### config.mk
export PLATFORM = sky130hd
export DESIGN_NAME = imager_multilane
export DESIGN_NICKNAME = d
export VERILOG_FILES = /design/src/rtl/imager_multilane.sv
export SDC_FILE = /design/constraint.sdc
export NUM_CORES = 1
export LEC_CHECK = 0
export CORE_MARGIN = 2
export CORE_UTILIZATION = 50
export CTS_CLUSTER_SIZE = 30
export DETAILED_ROUTE_END_ITERATION = 12
export HOLD_SLACK_MARGIN = 0.05
export PLACE_DENSITY = 0.82
export SLEW_MARGIN = 10
export SYNTH_ARGS = -nofsm -noshare
export SYNTH_HDL_FRONTEND = slang
export SYNTH_SLANG_ARGS = --single-unit
### constraint.sdc
create_clock -name clk -period 3.76 [get_ports clk]
set_input_delay 1.128 -clock clk [delete_from_list [all_inputs] [get_ports clk]]
set_output_delay 1.128 -clock clk [all_outputs]
set_load 0.01 [all_outputs]
### src/rtl/imager_multilane.sv
// Synthetic multi-lane image sensor. It emits LANES pixels per clock with fv/lv/sync
// framing and four test patterns. Geometry, sync window and noise seed are copied
// into shadow registers at each frame start, so reconfiguring mid-frame is harmless.
// Pattern mode and the bayer values are read live on every cycle.
module imager_multilane #(
   parameter int DATA_WIDTH     = 10,
   parameter int LANES          = 2,
   parameter int NUM_ROWS_WIDTH = 12,
   parameter int NUM_COLS_WIDTH = 12
) (
   input  logic                          clk,
   input  logic                          reset_n,
   input  logic                          enable,
   input  logic                          single_frame,
   input  logic [1:0]                    mode,
   input  logic [DATA_WIDTH-1:0]         bayer_red,
   input  logic [DATA_WIDTH-1:0]         bayer_gr,
   input  logic [DATA_WIDTH-1:0]         bayer_gb,
   input  logic [DATA_WIDTH-1:0]         bayer_blue,
   input  logic [NUM_ROWS_WIDTH-1:0]     num_active_rows,
   input  logic [NUM_ROWS_WIDTH-1:0]     num_virtual_rows,
   input  logic [NUM_COLS_WIDTH-1:0]     num_active_cols,
   input  logic [NUM_COLS_WIDTH-1:0]     num_virtual_cols,
   input  logic [NUM_ROWS_WIDTH-1:0]     sync_row_start,
   input  logic [NUM_ROWS_WIDTH-1:0]     sync_rows,
   input  logic [31:0]                   noise_seed,
   output logic [LANES*DATA_WIDTH-1:0]   dat,
   output logic                          fv,
   output logic                          lv,
   output logic                          sync,
   output logic [15:0]                   frame_count,
   output logic                          cfg_err
);

   localparam logic [1:0] ST_IDLE  = 2'd0;
   localparam logic [1:0] ST_FRAME = 2'd1;
   localparam logic [1:0] ST_DONE  = 2'd2;

   // One extra bit so active+virtual totals and the sync window end never wrap.
   localparam int RW = NUM_ROWS_WIDTH + 1;
   localparam int CW = NUM_COLS_WIDTH + 1;

   logic [1:0]                  state;
   logic [RW-1:0]               row;
   logic [CW-1:0]               col;
   logic [31:0]                 lfsr;

   logic [NUM_ROWS_WIDTH-1:0]   sh_act_rows, sh_virt_rows, sh_sync_start, sh_sync_rows;
   logic [NUM_COLS_WIDTH-1:0]   sh_act_cols, sh_virt_cols;

   logic [RW-1:0]               total_rows, sync_end;
   logic [CW-1:0]               total_cols;
   logic [CW:0]                 col_next;
   logic                        in_frame, last_group, frame_end, start_req, cfg_ok, load;
   logic                        fv_c, lv_c, sync_c;
   logic [LANES*DATA_WIDTH-1:0] dat_c;

   assign total_rows = {1'b0, sh_act_rows} + {1'b0, sh_virt_rows};
   assign total_cols = {1'b0, sh_act_cols} + {1'b0, sh_virt_cols};
   assign sync_end   = {1'b0, sh_sync_start} + {1'b0, sh_sync_rows};
   assign col_next   = {1'b0, col} + (CW+1)'(LANES);

   assign in_frame   = (state == ST_FRAME);
   assign last_group = (col_next >= {1'b0, total_cols});
   assign frame_end  = in_frame && last_group && (row == total_rows - RW'(1));

   // A start is requested when enable is seen in IDLE, or at a frame end in free-run.
   // The config is accepted only when it describes a non-empty picture.
   assign start_req  = ((state == ST_IDLE) && enable) || (frame_end && enable && !single_frame);
   assign cfg_ok     = (num_active_rows != '0) && (num_active_cols != '0);
   assign load       = start_req && cfg_ok;

   assign fv_c   = in_frame && (row < {1'b0, sh_act_rows});
   assign lv_c   = fv_c && (col < {1'b0, sh_act_cols});
   assign sync_c = in_frame && (row >= {1'b0, sh_sync_start}) && (row < sync_end);

   // Pixel values for every lane at the current position. Blanking cycles produce zero.
   always_comb begin
      // NOTE: the default assignment comes first, so every path drives dat_c and no latch is inferred.
      dat_c = '0;
      if (lv_c) begin
         for (int k = 0; k < LANES; k++) begin
            case (mode)
               2'd0: begin
                  case ({row[0], col[0] ^ k[0]})
                     2'b00:   dat_c[k*DATA_WIDTH +: DATA_WIDTH] = bayer_red;
                     2'b01:   dat_c[k*DATA_WIDTH +: DATA_WIDTH] = bayer_gr;
                     2'b10:   dat_c[k*DATA_WIDTH +: DATA_WIDTH] = bayer_gb;
                     default: dat_c[k*DATA_WIDTH +: DATA_WIDTH] = bayer_blue;
                  endcase
               end
               2'd1:    dat_c[k*DATA_WIDTH +: DATA_WIDTH] = DATA_WIDTH'(col + CW'(k));
               2'd2:    dat_c[k*DATA_WIDTH +: DATA_WIDTH] = DATA_WIDTH'({lfsr, lfsr} >> (7 * k));
               default: dat_c[k*DATA_WIDTH +: DATA_WIDTH] = DATA_WIDTH'(col + CW'(k))
                                                           + DATA_WIDTH'(row) + DATA_WIDTH'(frame_count);
            endcase
         end
      end
   end

   // Sequencer: state, raster position, LFSR, frame counter and the sticky config error.
   always_ff @(posedge clk or negedge reset_n) begin
      // NOTE: all state updates use <= so each register samples pre-edge values, whatever the statement order.
      if (!reset_n) begin
         state       <= ST_IDLE;
         row         <= '0;
         col         <= '0;
         lfsr        <= 32'd1;
         frame_count <= '0;
         cfg_err     <= 1'b0;
      end else begin
         if (frame_end)
            frame_count <= frame_count + 16'd1;
         if (load) begin
            state   <= ST_FRAME;
            row     <= '0;
            col     <= '0;
            lfsr    <= (noise_seed == 32'd0) ? 32'd1 : noise_seed;
            cfg_err <= 1'b0;
         end else begin
            if (start_req)
               cfg_err <= 1'b1;
            if (lv_c)
               lfsr <= {lfsr[30:0], lfsr[31] ^ lfsr[21] ^ lfsr[1] ^ lfsr[0]};
            if (in_frame) begin
               if (last_group) begin
                  col <= '0;
                  row <= frame_end ? '0 : row + RW'(1);
               end else begin
                  col <= col_next[CW-1:0];
               end
            end
            case (state)
               ST_IDLE:  ;
               ST_FRAME: if (frame_end) state <= (enable && single_frame) ? ST_DONE : ST_IDLE;
               ST_DONE:  if (!enable) state <= ST_IDLE;
               default:  state <= ST_IDLE;
            endcase
         end
      end
   end

   // Shadow copies of the frame-latched configuration.
   always_ff @(posedge clk or negedge reset_n) begin
      if (!reset_n) begin
         sh_act_rows   <= '0;
         sh_virt_rows  <= '0;
         sh_act_cols   <= '0;
         sh_virt_cols  <= '0;
         sh_sync_start <= '0;
         sh_sync_rows  <= '0;
      end else if (load) begin
         sh_act_rows   <= num_active_rows;
         sh_virt_rows  <= num_virtual_rows;
         sh_act_cols   <= num_active_cols;
         sh_virt_cols  <= num_virtual_cols;
         sh_sync_start <= sync_row_start;
         sh_sync_rows  <= sync_rows;
      end
   end

   // Registered outputs. They are all low whenever no frame is in progress.
   always_ff @(posedge clk or negedge reset_n) begin
      if (!reset_n) begin
         dat  <= '0;
         fv   <= 1'b0;
         lv   <= 1'b0;
         sync <= 1'b0;
      end else begin
         dat  <= dat_c;
         fv   <= fv_c;
         lv   <= lv_c;
         sync <= sync_c;
      end
   end

endmodule

==> flow_metrics.py <==
metrics = {
    "yosys": {
        "synth-edff-count": 0,
        "ys_warn_count": 0,
        "yosysSeqAreaShare": 0.345,
        "synth.distinct_cells": 72,
        "async_reset_ff_frac": 1.00,
        "synth_area_um2": 12400,
        "ys.flop_type": "dfrtp_1",
        "synth.ff_latch_count": 171,
        "syn_area_per_cell_um2": 10.6,
        "syn_inst": 1169,
        "synthesis.nets": 1466,
    },
    "setup_path": {
        "max_stage_delay_ps": 390,
        "reg2reg_depth": 20,
        "end_kind": "flop",
        "crit_slowest_cell": "dfrtp_1",
        "crit_required_ps": 4090,
        "cp.arrival_ps": 4480,
        "critPathKind": "reg -> reg",
        "rr_startpoint": "sh_virt_cols[0]",
        "setup.worst_path.start": "sh_virt_cols[0]",
        "reg2reg_to": "lfsr[25]",
        "cp_common_cell": "a21oi_2",
        "r2r_slack_ps": -390,
        "cp_cell_sequence": "ha_2 > buf_4 > a21o_1 > a21oi_2 > o21bai_1 > a21o_1 > a21oi_2 > o21ai_2 > o41ai_2 > xor2_1 > ha_1 > a21oi_1 > nand2_1 > a21oi_2 > o21ai_2 > or2_4 > and4b_1 > a21bo_4 > buf_12 > mux2_4",
        "startpoint_type": "flop",
        "critPathMaxFanout": 18,
    },
    "global_route": {
        "grt_util_met1": 0.312,
        "first_global_vias": 10200,
        "grt_pass1_wl_um": 51400,
        "use_met3": 0.0406,
        "top_usage_layer": "met2",
        "grt.total_usage": 0.250,
        "antenna_found_initial": 1,
        "overflow": 0,
        "grt_max_degree": 59,
        "grt_use_met2": 0.424,
    },
    "floorplanning": {
        "coreArea_um2": 24400,
        "die_x_um": 162,
        "die-area_um2": 26100,
        "start_util": 0.509,
        "floorplan.rows": 57,
        "pin_count": 190,
        "dieHeight_um": 162,
    },
    "drt": {
        "avgRoutedWirePerCell_um": 18.9,
        "firstDrtPassIters": 5,
        "drc": 0,
        "vias_per_cell": 5.67,
        "drt_iter0_markers": 529,
        "ant_nets": 0,
        "drt_wl_total_um": 33200,
        "vias": 9970,
    },
    "min_path": {
        "worstHoldPathType": "reg -> reg",
        "holdPathStages": 1,
        "min_to": "frame_count[13]",
        "min_from": "frame_count[13]",
    },
    "sta": {
        "layout_setup_ws_ps": -388,
        "relSlewSlack": 0.233,
        "slew_viol_final": 0,
        "timing.hold.ws_ps": 490,
        "tightest_slew_ps": 1150,
        "skew_ps": 16.9,
        "min_period_ps": 4150,
        "period_share": 1.10,
        "hold_viol_final": 0,
        "rsz0062_at_grt": "yes",
        "setup_violations": 136,
        "fmax_mhz": 241,
    },
    "clock_tree": {
        "cts.sinks": 171,
        "cts_tree": "built",
        "clk-insertion-delay-late_ps": 450,
        "cts_max_path_buffers": 2,
        "htree_levels": 4,
        "cts_inserted_buffers": 17,
        "cts-root-buf": "clkbuf_16",
        "clk_pin_slew_ps": 70,
        "ctsHoldBuffers": 0,
    },
    "status": {
        "violations": "negative setup slack",
        "outcome": "finished with violations",
    },
    "flow_run": {
        "cap_violations": 0,
    },
    "place": {
        "place_hpwl_um": 24700,
        "dpl_cell_area_um2": 15200,
        "portBuffers": 189,
        "place.gp.congestion": 0.925,
    },
    "layout": {
        "drive_gt1_frac": 0.213,
        "stdcell_area_um2": 16200,
        "fillers": 1812,
        "final_nets": 1718,
        "syn_to_final_growth_pct": 30.4,
    },
    "power": {
        "peakVddDrop_v": 0.000239,
        "power_density_nw_per_um2": 251,
        "power_w": 0.00407,
        "p_leak_nw": 7.54,
    },
}
[what timing repair did]
| action | CTS | global route |
|---|---|---|
| pin swaps | 2 | 13 |
| cloned | 0 | 4 |
| resized for setup | 22 | 31 |
| endpoints found under the setup margin | 137 | 150 |
| buffers inserted | 1 | 8 |
[synth_stat cells (4+ instances only)]
master | count | area share
nor4_1 | 21 | 0.011
or3_1 | 8 | 0.0040
mux2i_1 | 27 | 0.022
buf_6 | 11 | 0.010
a211oi_1 | 5 | 0.0030
and3_1 | 8 | 0.0040
nand4_1 | 11 | 0.0055
nor3_1 | 13 | 0.0052
a221oi_1 | 4 | 0.0028
a21oi_1 | 59 | 0.024
mux4_2 | 18 | 0.033
nand2b_1 | 8 | 0.0040
o2bb2ai_1 | 8 | 0.0056
fa_1 | 21 | 0.034
nor2_1 | 57 | 0.017
o21a_1 | 10 | 0.0060
xnor2_1 | 73 | 0.051
a21o_1 | 15 | 0.0091
ha_1 | 126 | 0.13
o21bai_1 | 7 | 0.0042
o31ai_1 | 4 | 0.0024
o2bb2ai_2 | 20 | 0.024
inv_1 | 131 | 0.040
dfrtp_1 | 170 | 0.34
buf_2 | 7 | 0.0028
o211ai_1 | 6 | 0.0036
a22oi_1 | 4 | 0.0024
nand2_1 | 43 | 0.013
mux2_1 | 11 | 0.010
clkbuf_1 | 16 | 0.0048
xor2_1 | 22 | 0.016
mux2_2 | 88 | 0.080
nand3_1 | 30 | 0.012
nor2b_1 | 19 | 0.0096
o21ai_0 | 30 | 0.012
and2_1 | 12 | 0.0060
[metal layers]
metal  share of wire  vias to the layer above
met5               0                        -
li1                -                     4651
met2            0.49                      331
met3           0.056                       95
met4           0.039                        0
met1            0.42                     4893
[layout make-up]
class	instances	area, µm²	area share
antenna	1	2.50	0.000154
clock buffer	18	439	0.0271
clock inverter	14	209	0.0129
inverter	131	492	0.0304
multi-input combinational	829	7680	0.474
sequential	171	4280	0.264
tap	324	405	0.0250
timing repair buffer	271	2690	0.166
[registers in the layout, summed over array words and instances, names as in the netlist]
name and flops:
cfg_err 1, col 12, dat 20, frame_count 16, fv 1, lfsr 32, lv 1, row 13
sh_act_cols 12, sh_act_rows 12, sh_sync_rows 12, sh_sync_start 12, sh_virt_cols 12, sh_virt_rows 12, state 2, sync 1
[worst max-delay path, delay by kind of cell (launching register included)]
| family | cells | cell delay, ps |
|---|---|---|
| adders and majority gates | 2 | 480 |
| xor gates and xnor gates | 1 | 190 |
| and+or+nand+nor | 3 | 540 |
| DFF | 1 | 390 |
| buffers and inverters | 2 | 320 |
| AOI/OAI and AO/OA | 11 | 1790 |
| muxes | 1 | 320 |
[cell families (layout without fill, tap and decap cells)]
| logic type | Yosys count | count (layout) | synth area share |
|---|---|---|---|
| compound gates | 201 | 201 | 0.123 |
| xor+xnor | 95 | 95 | 0.0670 |
| fa+ha+maj | 147 | 147 | 0.161 |
| buf+inv | 169 | 434 | 0.0592 |
| flops | 171 | 171 | 0.345 |
| mux | 144 | 144 | 0.144 |
| other cells | 0 | 1 | 0 |
| simple gates | 242 | 242 | 0.102 |
[power breakdown]
part | switching, W | internal, W
Sequential | 0 | 0.00184
Combinational | 0.0000966 | 0.000173
Clock | 0.000814 | 0.00115
Total | 0.000910 | 0.00316
[cells in the final DEF (no fill, tap or decap), drive strengths merged, types with 4 or more instances in the layout]
master / synthesis / final
clkinv: 0 / 4
a211oi: 5 / 5
nand4: 11 / 11
o31ai: 4 / 4
o211ai: 6 / 6
nand2b: 8 / 8
a21oi: 59 / 59
o21bai: 7 / 7
o21ai: 33 / 33
clkbuf: 17 / 21
fa: 21 / 21
clkdlybuf4s50: 0 / 188
and3: 9 / 9
xnor2: 73 / 73
and2: 12 / 12
bufinv: 0 / 4
mux2: 99 / 99
nor2b: 19 / 19
dfrtp: 170 / 170
inv: 131 / 136
a22oi: 4 / 4
or3: 8 / 8
mux4: 18 / 18
mux2i: 27 / 27
nor2: 57 / 57
nor4: 22 / 22
a221oi: 4 / 4
o21a: 10 / 10
xor2: 22 / 22
ha: 126 / 126
nor3: 13 / 13
nand2: 43 / 43
a21o: 16 / 16
buf: 20 / 80
o2bb2ai: 28 / 28
nand3: 31 / 31
[worst max path at each step]
| stage | endpoint | slack (ps) | depth (start not counted) |
|---|---|---|---|
| after floorplan | sh_act_cols[10] | -160 | 22 |
| after global placement | sh_sync_rows[5] | -210 | 19 |
| after detailed placement | sh_sync_rows[5] | -370 | 21 |
| after CTS | sh_sync_rows[5] | -350 | 21 |
| after global routing | sh_act_rows[5] | -610 | 21 |
| final | lfsr[25] | -390 | 20 |
[per-stage QoR]
| step | TNS [ps] | worst slack [ps] | instances | utilization |
|---|---|---|---|---|
| 2_1_floorplan | -9540 | -161 | 1169 | - |
| 3_3_place_gp | -17930 | -207 | 1715 | 0.622 |
| 3_5_place_dp | -35860 | -367 | 1715 | 0.622 |
| 4_1_cts | -32750 | -352 | 1748 | 0.652 |
| 5_1_grt | -73840 | -611 | 1759 | 0.664 |
| 6_report | -39540 | -388 | 1759 | 0.664 |
No activity file was read; power rests on OpenSTA's default activity.
